$ cat src/rtl/twos_comp_pkg.sv
// twos_comp_pkg: shared state, mode constants and counter sizing for serial_twos_complement.
package twos_comp_pkg;
    typedef enum logic {IDLE = 1'b0, SHIFT = 1'b1} state_t;
    localparam logic MODE_ONES = 1'b0;
    localparam logic MODE_TWOS = 1'b1;
    function automatic int cnt_w(input int w);
        return $clog2(w);
    endfunction
endpackage

$ cat src/rtl/serial_negate_cell.sv
// serial_negate_cell: one bit of LSB-first complement; two's mode copies up to the first 1 then inverts.
import twos_comp_pkg::*;
module serial_negate_cell (
    input  logic b,
    input  logic mode,
    input  logic seen_one,
    output logic out,
    output logic seen_one_nx
);
    always_comb begin
        out         = (mode == MODE_TWOS && !seen_one) ? b : ~b;
        seen_one_nx = seen_one | b;
    end
endmodule

$ cat src/rtl/serial_twos_complement.sv
// serial_twos_complement: bit-serial one's/two's complement, one bit per clock, done pulse on completion.
// Define TWOS_COMP_OVF_EN to add the registered overflow output (negating the most negative value).
import twos_comp_pkg::*;
module serial_twos_complement #(
    parameter int WIDTH = 8
) (
    input  logic             clk,
    input  logic             rst_n,
    input  logic             start,
    input  logic             mode,
    input  logic [WIDTH-1:0] A,
    output logic             busy,
    output logic             done,
    output logic [WIDTH-1:0] Y
`ifdef TWOS_COMP_OVF_EN
    ,
    output logic             overflow
`endif
);
    localparam int CW = cnt_w(WIDTH);
    state_t           state;
    logic [WIDTH-1:0] shreg;
    logic [WIDTH-1:0] res;
    logic [WIDTH-1:0] res_nx;
    logic [CW-1:0]    cnt;
    logic             mode_q;
    logic             seen_one;
    logic             out_bit;
    logic             seen_one_nx;
    logic             last;

    serial_negate_cell u_cell (
        .b           (shreg[0]),
        .mode        (mode_q),
        .seen_one    (seen_one),
        .out         (out_bit),
        .seen_one_nx (seen_one_nx)
    );

    always_comb begin
        res_nx = {out_bit, res[WIDTH-1:1]};
        last   = (cnt == CW'(WIDTH - 1));
    end

    always_ff @(posedge clk or negedge rst_n) begin
        if (!rst_n) begin
            state    <= IDLE;
            shreg    <= '0;
            res      <= '0;
            cnt      <= '0;
            mode_q   <= MODE_ONES;
            seen_one <= 1'b0;
            busy     <= 1'b0;
            done     <= 1'b0;
            Y        <= '0;
`ifdef TWOS_COMP_OVF_EN
            overflow <= 1'b0;
`endif
        end else begin
            done <= 1'b0;
            case (state)
                IDLE: if (start) begin
                    shreg    <= A;
                    mode_q   <= mode;
                    cnt      <= '0;
                    seen_one <= 1'b0;
                    busy     <= 1'b1;
                    state    <= SHIFT;
                end
                SHIFT: begin
                    shreg    <= shreg >> 1;
                    res      <= res_nx;
                    seen_one <= seen_one_nx;
                    cnt      <= cnt + 1'b1;
                    if (last) begin
                        state <= IDLE;
                        busy  <= 1'b0;
                        done  <= 1'b1;
                        Y     <= res_nx;
`ifdef TWOS_COMP_OVF_EN
                        // MSB set with no lower 1 seen means the operand was 100...0
                        overflow <= (mode_q == MODE_TWOS) && shreg[0] && !seen_one;
`endif
                    end
                end
                default: state <= IDLE;
            endcase
        end
    end
endmodule
$ cat config.mk
export PLATFORM = sky130hd
export DESIGN_NAME = serial_twos_complement
export DESIGN_NICKNAME = d
export VERILOG_FILES = /design/src/rtl/twos_comp_pkg.sv /design/src/rtl/serial_negate_cell.sv /design/src/rtl/serial_twos_complement.sv
export SDC_FILE = /design/constraint.sdc
export NUM_CORES = 1
export LEC_CHECK = 0
export BUFFER_PORTS_ARGS = -buffer_cell sky130_fd_sc_hd__buf_2
export CELL_PAD_IN_SITES_DETAIL_PLACEMENT = 0
export CELL_PAD_IN_SITES_GLOBAL_PLACEMENT = 1
export CORE_ASPECT_RATIO = 1.75
export CORE_MARGIN = 5
export CORE_UTILIZATION = 41
export CTS_BUF_LIST = sky130_fd_sc_hd__clkbuf_8
export CTS_CLUSTER_SIZE = 24
export DETAILED_ROUTE_END_ITERATION = 8
export PLACE_DENSITY = 0.79
export SLEW_MARGIN = 20
export SYNTH_ARGS = -nofsm -noshare
export SYNTH_HDL_FRONTEND = slang
export SYNTH_SLANG_ARGS = --single-unit
export TNS_END_PERCENT = 100
$ cat constraint.sdc
create_clock -name clk -period 1.4 [get_ports clk]
set_input_delay 0.07 -clock clk [delete_from_list [all_inputs] [get_ports clk]]
set_output_delay 0.07 -clock clk [all_outputs]
set_load 0.01 [all_outputs]
==> results of run 1 <==
==> cell usage in the layout (no fill, tap or decap) <==
cell,count
a22o_1,2
buf_2,21
buf_4,8
clkbuf_8,6
clkinv_2,1
dfrtp_1,31
dlygate4sd3_1,1
ha_1,1
ha_2,1
ha_4,1
inv_1,2
inv_4,1
mux2_2,16
mux2i_1,9
nand2_1,7
nand2_4,1
nand2b_1,1
nor2_1,4
nor2b_1,2
o21ai_0,9
o22ai_1,1
xnor2_1,1
==> flip-flops by register name, indices dropped and copies added (netlist names) <==
signal,flops
done,1
mode_q,1
busy,1
state,1
shreg,8
res,7
seen_one,1
Y,8
cnt,3
==> per-layer routing <==
layer  share of wire, %  global-route usage [%]  up-vias  wire length, um
li1                   -                       -      386                -
met1                 41                    13.6      387              872
met2                 50                    17.9       23             1050
met3                5.6                    2.68        5              119
met4                3.3                    9.31        0               70
met5                  0                       0        -                0
==> final timing paths <==
path	from	end	slack, ns	cells after the start
setup / recovery	cnt[1]	Y[5]	0.05	4
hold / removal	mode	mode_q	0.03	2
setup reg to reg	cnt[1]	Y[5]	0.05	4
hold reg to reg	shreg[3]	shreg[2]	0.50	2
max in group asynchronous	rst_n	res[7]	0.62	2
min in group asynchronous	rst_n	shreg[2]	0.35	2
==> cells by family (layout without fill, tap and decap cells) <==
family	after synthesis	in the layout	share of synthesized area, %
AO/OA/AOI/OAI	12	12	5.44
XOR/XNOR	1	1	0.692
adder cells (fa/ha/maj)	3	3	2.96
buffers and inverters	7	40	3.06
flip-flops	31	31	61.3
multiplexers	25	25	21.3
AND/OR/NAND/NOR	15	15	5.24
==> through the flow <==
step	utilization (%)	TNS, ns
3_5_place_dp	48.4	-0.365
3_3_place_gp	48.4	-0.0832
6_report	53.3	0
4_1_cts	52.0	0
5_1_grt	53.3	0
2_1_floorplan	-	0
==> final cells by class <==
| cell class | count | share of cell area [%] |
|---|---|---|
| flip-flops and latches | 31 | 49.2 |
| multi-input cells | 56 | 29.9 |
| repair buffers | 30 | 11.1 |
| clock buffers | 6 | 5.24 |
| well taps | 42 | 3.33 |
| inverters | 3 | 0.873 |
| clock inverters | 1 | 0.317 |
==> critical path, stage by stage (launching register included) <==
cell	delay, ns
dfrtp_1	0.38
ha_2	0.21
ha_4	0.16
nand2_4	0.12
mux2_2	0.35
==> power by group <==
part           switching [mW]  internal [mW]
registers               0.225           1.27
clock network           0.297          0.384
logic                   0.502          0.656
==> what timing repair did <==
| item | in CTS | in global routing |
|---|---|---|
| endpoints found under the hold margin | 31 | 0 |
| setup buffers | 0 | 3 |
| endpoints found under the setup margin | 8 | 8 |
| hold buffers | 1 | 0 |
| resized for setup | 3 | 3 |
| pin swaps | 1 | 1 |
==> flow_metrics.tcl, run 1 <==
set metrics [dict create \
    status "finished clean" \
    dr.pass1.iters 2 \
    synth_edf_count 0 \
    drt-initial-drc-count 8 \
    wl_per_cell_um 12.5 \
    syn_to_final_growth_pct 24.5 \
    cap_violations 0 \
    drc_errors 0 \
    critPathMaxFanout 8 \
    netlist_top_cells_count "dfrtp_1 (31), mux2_2 (16), mux2i_1 (9), o21ai_0 (9), nand2_1 (7)" \
    yosys.area.top_type_share_pct 61.3 \
    post-route-period-util_pct 96.2 \
    area.sequential_sq_um 776 \
    drt-vias-per-instance 4.74 \
    fin_ws_ns 0.0539 \
    yosysSeqAreaShare_pct 61.3 \
    cp-end-kind "register" \
    fin_skew_ns 0.00377 \
    finalMaxSlewViolations 0 \
    pre_cts_ws_ns -0.0775 \
    crit_path_start_kind "register" \
    final_cells 169 \
    wirelength_mm 2.12 \
    cts_root_buf "clkbuf_8" \
    ys_seq_elements 31 \
    dp_hpwl_mm 1.51 \
    cts_buffers 5 \
    worstSkewPairLatency_ns 0.28 \
    nets 142 \
    synth_top_flop_cell "dfrtp_1" \
    hold_viol 0 \
    htree_levels 2 \
    synth.most_common_cell "dfrtp_1" \
    holdCritPathClass "in -> reg" \
    antenna_found_initial 0 \
    drive_gt1_share_pct 44.1 \
    ioPinCount 22 \
    cts_buffer_depth 2 \
    synth.distinct_cells 16 \
    rsz0062_at_grt "no" \
    multi_input_area_sq_um 472 \
    track_usage_pct 11.8 \
    port-buffer-count 21 \
    die_area_sq_mm 0.00434 \
    p_leak_nw 0.722 \
    setup_violations 0 \
    die_y_um 83.5 \
    initial_utilization_pct 42.8 \
    timing.hold.ws_ns 0.0262 \
    peakVddDrop_mv 0.917 \
    fillers 270 \
    final_area_sq_mm 0.00158 \
    ys_warn_count 0 \
    grt_pass1_wl_mm 3.78 \
    worstSetupPathType "reg -> reg" \
    grt_pass1_vias 870 \
    dp.cells 158 \
    syn_inst 94 \
    antenna_cells 0 \
    max_freq_mhz 743 \
    place.gp.congestion 0.661 \
    placed_area_sq_mm 0.00143 \
    synth_area_leaders "dfrtp_1 (61%), mux2_2 (14%), mux2i_1 (7.1%)" \
    cts_sinks 31 \
    power_mw 3.33 \
    vias 801 \
    path_clk_slew_ns 0.06 \
    rows 26 \
    power.density_mw_per_mm2 2120 \
    syn-num-nets 109 \
    worstPathArrival_ns 1.51 \
    tightest_slew_ns 0.655 \
    synth_area_sq_mm 0.00127 \
    postSynthAreaPerCell_sq_um 13.5 \
    max_slew_margin_pct 56.3 \
    cts_tree "yes" \
    ant_nets 0 \
    die_x_um 52.0 \
    synth_area_leader_cell "dfrtp_1" \
    grt_max_degree 32 \
    core_area_sq_mm 0.00296 \
    gr-total-overflow 0 \
    cp.required_ns 1.56 \
    min_period_ns 1.35 \
    async_flop_share_pct 100 \
]
(Power assumes the default switching activity.)
==> run 2: changes to the inputs <==
Settings changed: BUFFER_PORTS_ARGS -buffer_cell sky130_fd_sc_hd__buf_2 to default, CORE_UTILIZATION 41 to 46, DONT_BUFFER_PORTS from default to 1, PLACE_DENSITY 0.79 to 0.75.
Clock period 1.4 ns to 1.6 ns, I/O delays scaled along.
==> run 2 against run 1 <==
Register-to-register slack improved by 0.07 ns. Flip-flop and latch count did not move. Wire length increased by 2.9%. Total power decreased by 17%. Die area is 9.2% lower. Critical path depth increased by 1. Critical path type unchanged.
==> flow_metrics.tcl, run 2 (synthesis gave the netlist of run 1 again) <==
set metrics [dict create \
    status "finished clean" \
    port-buffer-count 0 \
    hold_viol 0 \
    path_clk_slew_ns 0.06 \
    place.gp.congestion 0.689 \
    cp.required_ns 1.76 \
    power_frac_clock_pct 23.5 \
    max_slew_margin_pct 82.6 \
    min_period_ns 1.48 \
    rows 25 \
    drt-vias-per-instance 5.44 \
    finalMaxSlewViolations 0 \
    track_usage_pct 13.3 \
    nets 120 \
    critPathMaxFanout 8 \
    worstSkewPairLatency_ns 0.28 \
    holdCritPathClass "in -> reg" \
    grt_pass1_wl_mm 3.88 \
    drive_gt1_share_pct 26.4 \
    core_area_sq_mm 0.00269 \
    die_x_um 49.7 \
    cap_violations 0 \
    max_freq_mhz 677 \
    cts_buffer_depth 2 \
    dp_hpwl_mm 1.46 \
    final_cell_mix "dfrtp_1 (31), mux2_2 (16), o21ai_0 (9), mux2i_1 (9)" \
    finalSetupTns_ns 0 \
    drt-initial-drc-count 9 \
    layout_commonest_cell "dfrtp_1" \
    antenna_cells 0 \
    cp-end-kind "register" \
    tightest_slew_ns 0.261 \
    setup_violations 0 \
    fin_ws_ns 0.122 \
    top_regs "Y (8), shreg (8), res (7)" \
    power.switching_mw 0.846 \
    gr-total-overflow 0 \
    p_leak_nw 0.651 \
    ant_nets 0 \
    crit_path_start_kind "register" \
    dp.cells 120 \
    htree_levels 2 \
    cts_root_buf "clkbuf_8" \
    die_area_sq_mm 0.00394 \
    postCtsSetupBuffers 0 \
    cts_buffers 5 \
    dr.pass1.iters 4 \
    cts_tree "yes" \
    p_seq_share_pct 50.0 \
    cts_sinks 31 \
    worstSetupPathType "reg -> reg" \
    rsz0062_at_grt "no" \
    p_int_mw 1.93 \
    antenna_found_initial 0 \
    comb_power_share_pct 26.6 \
    vias 724 \
    grt_pass1_vias 784 \
    wl_per_cell_um 16.4 \
    grt_max_degree 32 \
    peakVddDrop_mv 1.06 \
    worstPathArrival_ns 1.64 \
    die_y_um 79.4 \
    fin_skew_ns 0.00639 \
    initial_utilization_pct 47.1 \
    power.density_mw_per_mm2 1910 \
    pre_cts_ws_ns 0.109 \
    final_cells 133 \
    wirelength_mm 2.18 \
    ioPinCount 22 \
    drc_errors 0 \
    syn_to_final_growth_pct 14.9 \
    post-route-period-util_pct 92.4 \
    sw_frac_of_total_pct 30.5 \
]
[run 2: area by class of cell]
type	instances	area, sq um
fill	243	1230
sequential	31	776
multi-input combinational	56	452
clock buffer	7	96.3
timing repair buffer	8	82.6
tap	27	33.8
inverter	3	11.3
clock inverter	1	3.75
[run 2: worst max-delay path: stages, from the launching register on]
cell     delay (ns)
dfrtp_1        0.39
ha_1           0.23
ha_1           0.19
nand2_2        0.18
inv_1          0.10
mux2_2         0.27
[run 2: per-stage QoR]
step / util [%] / cell area, sq um / hold WS (ns) / total power [mW]
detailed placement: 48.1 / 1290 / -0.215 / 2.12
global route: 54.1 / 1460 / 0.0106 / 3.00
finish: 54.1 / 1460 / 0.0130 / 2.77
floorplan: - / 1270 / -0.216 / 1.94
global placement: 48.1 / 1290 / -0.215 / 2.08
CTS: 54.1 / 1460 / 0.00706 / 2.82
[run 2: timing repair]
| action | 4_1_cts | 5_1_grt |
|---|---|---|
| gates resized for setup | 0 | 0 |
| endpoints found under the hold margin | 37 | 0 |
| hold buffers | 5 | 0 |
[run 2: path summary, 6_finish.rpt]
check	slack, ns	end	startpoint	depth (start not counted)
setup / recovery	0.12	Y[7]	cnt[0]	5
min in group asynchronous	0.25	shreg[4]	rst_n	2
hold reg to reg	0.49	shreg[6]	shreg[7]	2
max in group asynchronous	1.19	Y[2]	rst_n	2
setup reg to reg	0.12	Y[7]	cnt[0]	5
hold / removal	0.01	shreg[5]	A[5]	2
[run 2: power groups by stage]
stage / combinational, mW / sequential [mW] / clock (mW)
3_5_place_dp: 0.713 / 1.41 / 0
4_1_cts: 0.753 / 1.40 / 0.673
6_report: 0.736 / 1.39 / 0.651
3_3_place_gp: 0.687 / 1.39 / 0
5_1_grt: 0.831 / 1.44 / 0.728
2_1_floorplan: 0.618 / 1.32 / 0
[run 2: metal layers]
metal	wire, um	share of wire, %	up-vias	global-route usage, %
li1	-	-	345	-
met1	826	38	353	14.8
met2	1110	51	22	19.8
met3	196	9.0	4	7.29
met4	46	2.1	0	7.87
met5	0	0	-	0
